File: src/rtl/cnn_classifier_if.sv
// Handshake and load bus for cnn_classifier: start/busy, pixel windows,
// store loading and the result handshake.
interface cnn_classifier_if;
    logic            classify;
    logic            busy;
    logic [3:0][7:0] pixels;
    logic            pix_valid;
    logic            pix_ready;
    logic            ld_valid;
    logic            ld_kernel;
    logic [7:0]      ld_addr;
    logic [31:0]     ld_data;
    logic            res_valid;
    logic            res_ready;
    logic [7:0]      result;
    logic [23:0]     score;

    modport master (
        output classify, pixels, pix_valid, ld_valid, ld_kernel, ld_addr, ld_data, res_ready,
        input  busy, pix_ready, res_valid, result, score
    );

    modport slave (
        input  classify, pixels, pix_valid, ld_valid, ld_kernel, ld_addr, ld_data, res_ready,
        output busy, pix_ready, res_valid, result, score
    );
endinterface

File: src/rtl/cnn_classifier.sv
// 2x2-kernel convolution + max-pool + sequential fully connected classifier.
// Optional build macro NN_CONV_SAT_EN selects the saturating sum>>8 conv scale.
module cnn_classifier #(
    parameter int unsigned NUM_KERNELS   = 2,
    parameter int unsigned NUM_SHAPES    = 4,
    parameter int unsigned WIN_PER_FRAME = 16,
    parameter int unsigned POOL_LEN      = 4
) (
    input  logic              clk,
    input  logic              rst,
    cnn_classifier_if.slave   bus
);
    localparam int unsigned GROUPS    = WIN_PER_FRAME / POOL_LEN;
    localparam int unsigned FEAT_LEN  = NUM_KERNELS * GROUPS;
    localparam int unsigned WPS       = FEAT_LEN / 4;
    localparam int unsigned NUM_WORDS = NUM_SHAPES * WPS;
    localparam int unsigned K_W       = (NUM_KERNELS > 1) ? $clog2(NUM_KERNELS) : 1;
    localparam int unsigned S_W       = (NUM_SHAPES > 1) ? $clog2(NUM_SHAPES) : 1;
    localparam int unsigned F_W       = $clog2(FEAT_LEN);
    localparam int unsigned P_W       = (POOL_LEN > 1) ? $clog2(POOL_LEN) : 1;
    localparam int unsigned G_W       = (GROUPS > 1) ? $clog2(GROUPS) : 1;
    localparam int unsigned A_W       = (NUM_WORDS > 1) ? $clog2(NUM_WORDS) : 1;
    localparam int unsigned SUM_W     = 18;
    localparam int unsigned ACC_W     = 24;

    typedef enum logic [1:0] {S_IDLE, S_CONV, S_FC, S_RES} state_t;

    state_t             state_q, state_d;
    logic               busy_q, busy_d;
    logic               pix_ready_q, pix_ready_d;
    logic               res_valid_q, res_valid_d;

    logic [31:0]        kernel_q [NUM_KERNELS];
    logic [31:0]        weight_q [NUM_WORDS];
    logic [7:0]         feat_q   [FEAT_LEN];
    logic [7:0]         pool_q   [NUM_KERNELS];
    logic [P_W-1:0]     pool_pos_q;
    logic [G_W-1:0]     group_q;
    logic [F_W-1:0]     f_idx_q;
    logic [S_W-1:0]     s_idx_q;
    logic [ACC_W-1:0]   acc_q;
    logic [ACC_W-1:0]   best_q;
    logic [7:0]         result_q;

    logic               accept_c, pool_end_c, last_win_c, last_f_c, last_s_c;
    logic               ld_kern_ok_c, ld_wt_ok_c;
    logic [SUM_W-1:0]   sum_c      [NUM_KERNELS];
    logic [7:0]         conv_c     [NUM_KERNELS];
    logic [7:0]         pool_nxt_c [NUM_KERNELS];
    logic [A_W-1:0]     w_addr_c;
    logic [31:0]        w_word_c;
    logic [7:0]         w_byte_c;
    logic [15:0]        prod_c;
    logic [ACC_W-1:0]   total_c;
    logic               better_c;

    assign accept_c     = (state_q == S_CONV) && bus.pix_valid;
    assign pool_end_c   = (pool_pos_q == P_W'(POOL_LEN - 1));
    assign last_win_c   = pool_end_c && (group_q == G_W'(GROUPS - 1));
    assign last_f_c     = (f_idx_q == F_W'(FEAT_LEN - 1));
    assign last_s_c     = (s_idx_q == S_W'(NUM_SHAPES - 1));
    assign ld_kern_ok_c = (state_q == S_IDLE) && bus.ld_valid && bus.ld_kernel
                          && (32'(bus.ld_addr) < NUM_KERNELS);
    assign ld_wt_ok_c   = (state_q == S_IDLE) && bus.ld_valid && !bus.ld_kernel
                          && (32'(bus.ld_addr) < NUM_WORDS);

    // Per-kernel window dot product, scaling and running pool maximum
    always_comb begin
        for (int unsigned k = 0; k < NUM_KERNELS; k++) begin
            sum_c[k] = '0;
            for (int unsigned i = 0; i < 4; i++) begin
                sum_c[k] = sum_c[k] + SUM_W'(16'(bus.pixels[i]) * 16'(kernel_q[k][i*8 +: 8]));
            end
`ifdef NN_CONV_SAT_EN
            conv_c[k] = (sum_c[k][SUM_W-1:16] != '0) ? 8'hFF : sum_c[k][15:8];
`else
            conv_c[k] = sum_c[k][17:10];
`endif
            pool_nxt_c[k] = ((pool_pos_q == '0) || (conv_c[k] > pool_q[k])) ? conv_c[k] : pool_q[k];
        end
    end

    // One fully connected MAC term: feature f against weight byte of shape s
    always_comb begin
        w_addr_c = A_W'(32'(s_idx_q) * WPS + 32'(f_idx_q >> 2));
        w_word_c = weight_q[w_addr_c];
        w_byte_c = w_word_c[{f_idx_q[1:0], 3'b000} +: 8];
        prod_c   = 16'(feat_q[f_idx_q]) * 16'(w_byte_c);
        total_c  = acc_q + ACC_W'(prod_c);
        better_c = (s_idx_q == '0) || (total_c > best_q);
    end

    always_ff @(posedge clk or posedge rst) begin
        if (rst) begin
            state_q     <= S_IDLE;
            busy_q      <= 1'b0;
            pix_ready_q <= 1'b0;
            res_valid_q <= 1'b0;
        end else begin
            state_q     <= state_d;
            busy_q      <= busy_d;
            pix_ready_q <= pix_ready_d;
            res_valid_q <= res_valid_d;
        end
    end

    always_comb begin
        state_d = state_q;
        case (state_q)
            S_IDLE:  if (bus.classify)           state_d = S_CONV;
            S_CONV:  if (accept_c && last_win_c) state_d = S_FC;
            S_FC:    if (last_f_c && last_s_c)   state_d = S_RES;
            S_RES:   if (bus.res_ready)          state_d = S_IDLE;
            default:                             state_d = S_IDLE;
        endcase
    end

    // Status flags are computed from the next state so they leave a register
    always_comb begin
        busy_d      = 1'b0;
        pix_ready_d = 1'b0;
        res_valid_d = 1'b0;
        case (state_d)
            S_CONV:  begin busy_d = 1'b1; pix_ready_d = 1'b1; end
            S_FC:    busy_d = 1'b1;
            S_RES:   begin busy_d = 1'b1; res_valid_d = 1'b1; end
            default: ;
        endcase
    end

    always_ff @(posedge clk or posedge rst) begin
        if (rst) begin
            for (int unsigned k = 0; k < NUM_KERNELS; k++) begin
                kernel_q[k] <= '0;
                pool_q[k]   <= '0;
            end
            for (int unsigned w = 0; w < NUM_WORDS; w++) weight_q[w] <= '0;
            for (int unsigned f = 0; f < FEAT_LEN; f++)  feat_q[f]   <= '0;
            pool_pos_q <= '0;
            group_q    <= '0;
            f_idx_q    <= '0;
            s_idx_q    <= '0;
            acc_q      <= '0;
            best_q     <= '0;
            result_q   <= '0;
        end else begin
            if (ld_kern_ok_c) kernel_q[K_W'(bus.ld_addr)] <= bus.ld_data;
            if (ld_wt_ok_c)   weight_q[A_W'(bus.ld_addr)] <= bus.ld_data;
            case (state_q)
                S_IDLE: begin
                    pool_pos_q <= '0;
                    group_q    <= '0;
                    f_idx_q    <= '0;
                    s_idx_q    <= '0;
                    acc_q      <= '0;
                end
                S_CONV: if (accept_c) begin
                    for (int unsigned k = 0; k < NUM_KERNELS; k++) begin
                        pool_q[k] <= pool_nxt_c[k];
                        if (pool_end_c) feat_q[F_W'(k * GROUPS) + F_W'(group_q)] <= pool_nxt_c[k];
                    end
                    if (pool_end_c) begin
                        pool_pos_q <= '0;
                        group_q    <= group_q + 1'b1;
                    end else begin
                        pool_pos_q <= pool_pos_q + 1'b1;
                    end
                end
                S_FC: begin
                    if (last_f_c) begin
                        f_idx_q <= '0;
                        acc_q   <= '0;
                        s_idx_q <= s_idx_q + 1'b1;
                        if (better_c) begin
                            best_q   <= total_c;
                            result_q <= 8'(s_idx_q);
                        end
                    end else begin
                        f_idx_q <= f_idx_q + 1'b1;
                        acc_q   <= total_c;
                    end
                end
                default: ;
            endcase
        end
    end

    assign bus.busy      = busy_q;
    assign bus.pix_ready = pix_ready_q;
    assign bus.res_valid = res_valid_q;
    assign bus.result    = result_q;
    assign bus.score     = best_q;
endmodule
File: src/flat_wrapper.sv
// flat-port wrapper written by rule: the top's interface ports become plain ports
module cnn_classifier_flat 
#(
    parameter int unsigned NUM_KERNELS   = 2,
    parameter int unsigned NUM_SHAPES    = 4,
    parameter int unsigned WIN_PER_FRAME = 16,
    parameter int unsigned POOL_LEN      = 4
)
  (clk, rst, bus_classify, bus_pixels, bus_pix_valid, bus_ld_valid, bus_ld_kernel, bus_ld_addr, bus_ld_data, bus_res_ready, bus_busy, bus_pix_ready, bus_res_valid, bus_result, bus_score);
  cnn_classifier_if bus_i ();
  input  logic clk;
  input  logic rst;
  input wire logic [$bits(bus_i.classify)-1:0] bus_classify;
  input wire logic [$bits(bus_i.pixels)-1:0] bus_pixels;
  input wire logic [$bits(bus_i.pix_valid)-1:0] bus_pix_valid;
  input wire logic [$bits(bus_i.ld_valid)-1:0] bus_ld_valid;
  input wire logic [$bits(bus_i.ld_kernel)-1:0] bus_ld_kernel;
  input wire logic [$bits(bus_i.ld_addr)-1:0] bus_ld_addr;
  input wire logic [$bits(bus_i.ld_data)-1:0] bus_ld_data;
  input wire logic [$bits(bus_i.res_ready)-1:0] bus_res_ready;
  output wire logic [$bits(bus_i.busy)-1:0] bus_busy;
  output wire logic [$bits(bus_i.pix_ready)-1:0] bus_pix_ready;
  output wire logic [$bits(bus_i.res_valid)-1:0] bus_res_valid;
  output wire logic [$bits(bus_i.result)-1:0] bus_result;
  output wire logic [$bits(bus_i.score)-1:0] bus_score;
  assign bus_i.classify = bus_classify;
  assign bus_i.pixels = bus_pixels;
  assign bus_i.pix_valid = bus_pix_valid;
  assign bus_i.ld_valid = bus_ld_valid;
  assign bus_i.ld_kernel = bus_ld_kernel;
  assign bus_i.ld_addr = bus_ld_addr;
  assign bus_i.ld_data = bus_ld_data;
  assign bus_i.res_ready = bus_res_ready;
  assign bus_busy = bus_i.busy;
  assign bus_pix_ready = bus_i.pix_ready;
  assign bus_res_valid = bus_i.res_valid;
  assign bus_result = bus_i.result;
  assign bus_score = bus_i.score;
  cnn_classifier #(.NUM_KERNELS(NUM_KERNELS), .NUM_SHAPES(NUM_SHAPES), .WIN_PER_FRAME(WIN_PER_FRAME), .POOL_LEN(POOL_LEN)) u_core (.clk(clk), .rst(rst), .bus(bus_i));
endmodule
File: config.mk
export PLATFORM = sky130hd
export DESIGN_NAME = cnn_classifier_flat
export DESIGN_NICKNAME = d
export VERILOG_FILES = /design/src/rtl/cnn_classifier_if.sv /design/src/rtl/cnn_classifier.sv /design/src/flat_wrapper.sv
export SDC_FILE = /design/constraint.sdc
export NUM_CORES = 2
export LEC_CHECK = 0
export BUFFER_PORTS_ARGS = -buffer_cell sky130_fd_sc_hd__buf_4
export CAP_MARGIN = 5
export CELL_PAD_IN_SITES_DETAIL_PLACEMENT = 0
export CELL_PAD_IN_SITES_GLOBAL_PLACEMENT = 1
export CORE_MARGIN = 4
export CORE_UTILIZATION = 47
export CTS_CLUSTER_SIZE = 40
export DETAILED_ROUTE_END_ITERATION = 16
export PLACE_DENSITY = 0.76
export SYNTH_ARGS = -nofsm -noshare
export SYNTH_HDL_FRONTEND = slang
export SYNTH_SLANG_ARGS = --single-unit
File: constraint.sdc
create_clock -name clk -period 15.3 [get_ports clk]
set_clock_uncertainty 0.15 [all_clocks]
set_input_delay 3.06 -clock clk [delete_from_list [all_inputs] [get_ports clk]]
set_output_delay 3.06 -clock clk [all_outputs]
set_load 0.005 [all_outputs]
==> flow_summary.yaml <==
finish:
  regArea_mm2: 0.0116
  area_growth_pct: 8.50
  drive_gt1_share_pct: 17.7
  nFillCells: 7994
  layout_common_cells: "inv_1 (693), fa_1 (468), dfrtp_1 (461)"
  final_core_util_pct: 51.4
  final_common_cell: "inv_1"
  fin_nets: 4725
  multi_input_area_mm2: 0.0269
synthesis:
  synth_area_mm2: 0.0419
  synthArstFlopShare_pct: 100
  synth-edff-count: 0
  yosysWarnings: 0
  synth_cell_type_count: 75
  ys.flop_type: "dfrtp_1"
  synth.yosys.seq_area_share_pct: 27.7
  synth_seq_cells: 464
  synth_area_per_cell_um2: 11.0
  synthCells: 3811
critical_path:
  crit_slowest_cell: "a21oi_1"
  start_kind: "input port"
  crit_top_cell: "fa_1"
  crit_path_max_incr_delay_ns: 0.85
  critical_path_class: "input port to flip-flop"
  critPathCaptureType: "flip-flop"
  crit_arrival_ns: 13.49
  required_ns: 15.59
  critPathMaxFanout: 16
global_routing:
  grt_first_pass_wirelength_mm: 162
  grt_max_degree: 163
  grt_pass1_vias: 28600
  antenna_found_initial: 6
  overflow: 0
  grt_usage_pct: 21.7
floorplanning:
  die_w_um: 306
  ios: 114
  initial_core_util_pct: 47.4
  coreArea_mm2: 0.0884
  rows: 109
  dieArea_mm2: 0.0939
  die_y_um: 306
clock_network:
  root_buffer: "clkbuf_16"
  htree_num_levels: 2
  clock_latency_ns: 0.64
  clk_path_buf_depth: 3
  post_cts_resized: 0
  cts_tree: "built"
  numCtsBuffers: 52
  clock-sinks: 464
  post-cts-setup-buffers: 0
  path_clk_slew_ns: 0.06
  cts_hold_buffers: 0
worst_hold_path:
  min_path_type: "flip-flop to flip-flop"
place:
  port_buffers: 107
  place.gp.congestion: 0.854
  dp_hpwl_mm: 74.7
timing:
  rsz0062_at_grt: "no"
  fmax_mhz: 75.7
  finalSetupTns_ns: 0
  finalCritPeriodShare_pct: 86.3
  slew_viol_final: 0
  slew_headroom_pct: 26.1
  hold_viol_final: 0
  worstMarginPinSlew_ns: 1.11
  finalCriticalPeriod_ns: 13.20
  setup_viol: 0
power_and_ir_drop:
  p_per_area_mw_per_mm2: 61.3
  p_leak_nw: 23.2
  max-vdd-ir-drop_uv: 87.3
detailed_routing:
  viasPerCell: 5.28
  wl_per_cell_um: 19.6
  antenna_left: 0
  firstDrtPassIters: 5
  remaining_drc_errors: 0
  wl_mm: 98.5
  vias: 26600
  drtIter0Drc: 1583
outcome:
  status: "finished clean"
run:
  cap_violations: 0
[critical path, delay by kind of cell]
family,cells,cell delay [ns]
xor+xnor,1,0.15
compound gates,9,2.16
fa+ha+maj,13,5.48
simple gates,7,2.16
buf+inv,7,0.47
[where the power goes]
group | internal (mW) | total [mW] | switching [mW]
clock network | 0.759 | 1.31 | 0.551
registers | 1.24 | 1.26 | 0.0148
logic | 0.0657 | 0.216 | 0.151
total | 2.07 | 2.78 | 0.716
[registers in the layout (all words and copies together) (netlist names)]
| register | count |
|---|---|
| u_core.weight_q | 256 |
| u_core.feat_q | 64 |
| u_core.kernel_q | 64 |
| u_core.acc_q | 24 |
| u_core.bus.score | 24 |
| u_core.pool_q | 16 |
| u_core.f_idx_q | 3 |
| u_core.bus.result | 2 |
| u_core.group_q | 2 |
| u_core.pool_pos_q | 2 |
| u_core.s_idx_q | 2 |
| u_core.state_q | 2 |
| u_core.bus.busy | 1 |
| u_core.bus.pix_ready | 1 |
| u_core.bus.res_valid | 1 |
[cell families (layout without fill, tap and decap cells)]
| group | count (synthesis) | count (layout) | synth area share [%] |
|---|---|---|---|
| buffers and inverters | 871 | 922 | 8.10 |
| other | 1 | 8 | 0.00896 |
| adders and majority gates | 821 | 821 | 32.9 |
| DFF | 464 | 464 | 27.7 |
| muxes | 490 | 490 | 16.0 |
| and+or+nand+nor | 842 | 842 | 9.95 |
| xor gates and xnor gates | 57 | 57 | 1.19 |
| AOI/OAI and AO/OA | 265 | 265 | 4.11 |
[path summary, 6_finish.rpt]
kind,cells after the start,slack [ns],startpoint,to
max,37,2.10,bus_pixels[3],u_core.pool_q[6]
min,2,0.33,u_core.feat_q[59],u_core.feat_q[59]
max reg2reg,36,4.13,u_core.kernel_q[4],u_core.pool_q[6]
min reg2reg,2,0.33,u_core.feat_q[59],u_core.feat_q[59]
max in group asynchronous,5,10.23,rst,u_core.f_idx_q[2]
min in group asynchronous,3,2.59,rst,u_core.weight_q[230]
[layout make-up]
class,count,share of cell area [%]
Timing Repair Buffer,128,2.17
Tap cell,1165,3.21
Clock buffer,71,3.20
Clock inverter,25,0.777
Sequential cell,464,25.6
Antenna cell,2,0.0110
Inverter,698,5.78
Multi-Input combinational cell,2481,59.3
[Yosys cell counts, drive strengths merged, types with 3 or more instances]
library cell / n / area share [%]
nand2: 370 / 3.3
o21ai: 96 / 1.2
nor4: 5 / 0.075
nor2: 69 / 0.62
a21o: 27 / 0.48
mux2i: 17 / 0.50
a21boi: 3 / 0.054
and2: 284 / 4.2
dfrtp: 464 / 28
nand2b: 9 / 0.13
fa: 468 / 22
o21a: 10 / 0.18
o21bai: 5 / 0.090
mux4: 96 / 5.3
nand3: 15 / 0.18
clkbuf: 82 / 0.74
o211ai: 6 / 0.12
a21oi: 58 / 0.70
a211oi: 5 / 0.10
a31oi: 8 / 0.12
nor2b: 15 / 0.22
a22o: 26 / 0.54
and4: 6 / 0.13
ha: 353 / 11
xor2: 23 / 0.48
nor3: 26 / 0.31
mux2: 377 / 10
xnor2: 34 / 0.71
nand3b: 7 / 0.13
and3: 11 / 0.16
buf: 91 / 1.1
or2: 6 / 0.090
o41ai: 3 / 0.099
inv: 698 / 6.3
nand4: 11 / 0.16
[metal layers]
layer / wire length [um] / GRT usage, % / vias up
met3: 4770 / 3.83 / 95
met5: 48 / 0 / -
li1: - / - / 12200
met2: 45300 / 35.0 / 432
met1: 46300 / 31.2 / 13800
met4: 2040 / 4.63 / 8
[per-stage QoR]
stage | power, mW | instance area (um^2) | setup slack, ns | instances | hold slack, ns
after floorplan | 1.42 | 41900 | 2.53 | 3816 | 0.295
after global placement | 1.50 | 43600 | 1.69 | 4936 | 0.307
after detailed placement | 1.50 | 43600 | 1.57 | 4936 | 0.318
after CTS | 2.82 | 45400 | 2.19 | 5032 | 0.331
after global routing | 2.89 | 45400 | 1.45 | 5032 | 0.346
final | 2.78 | 45400 | 2.10 | 5034 | 0.325
Power figures use the tool's default switching activity.
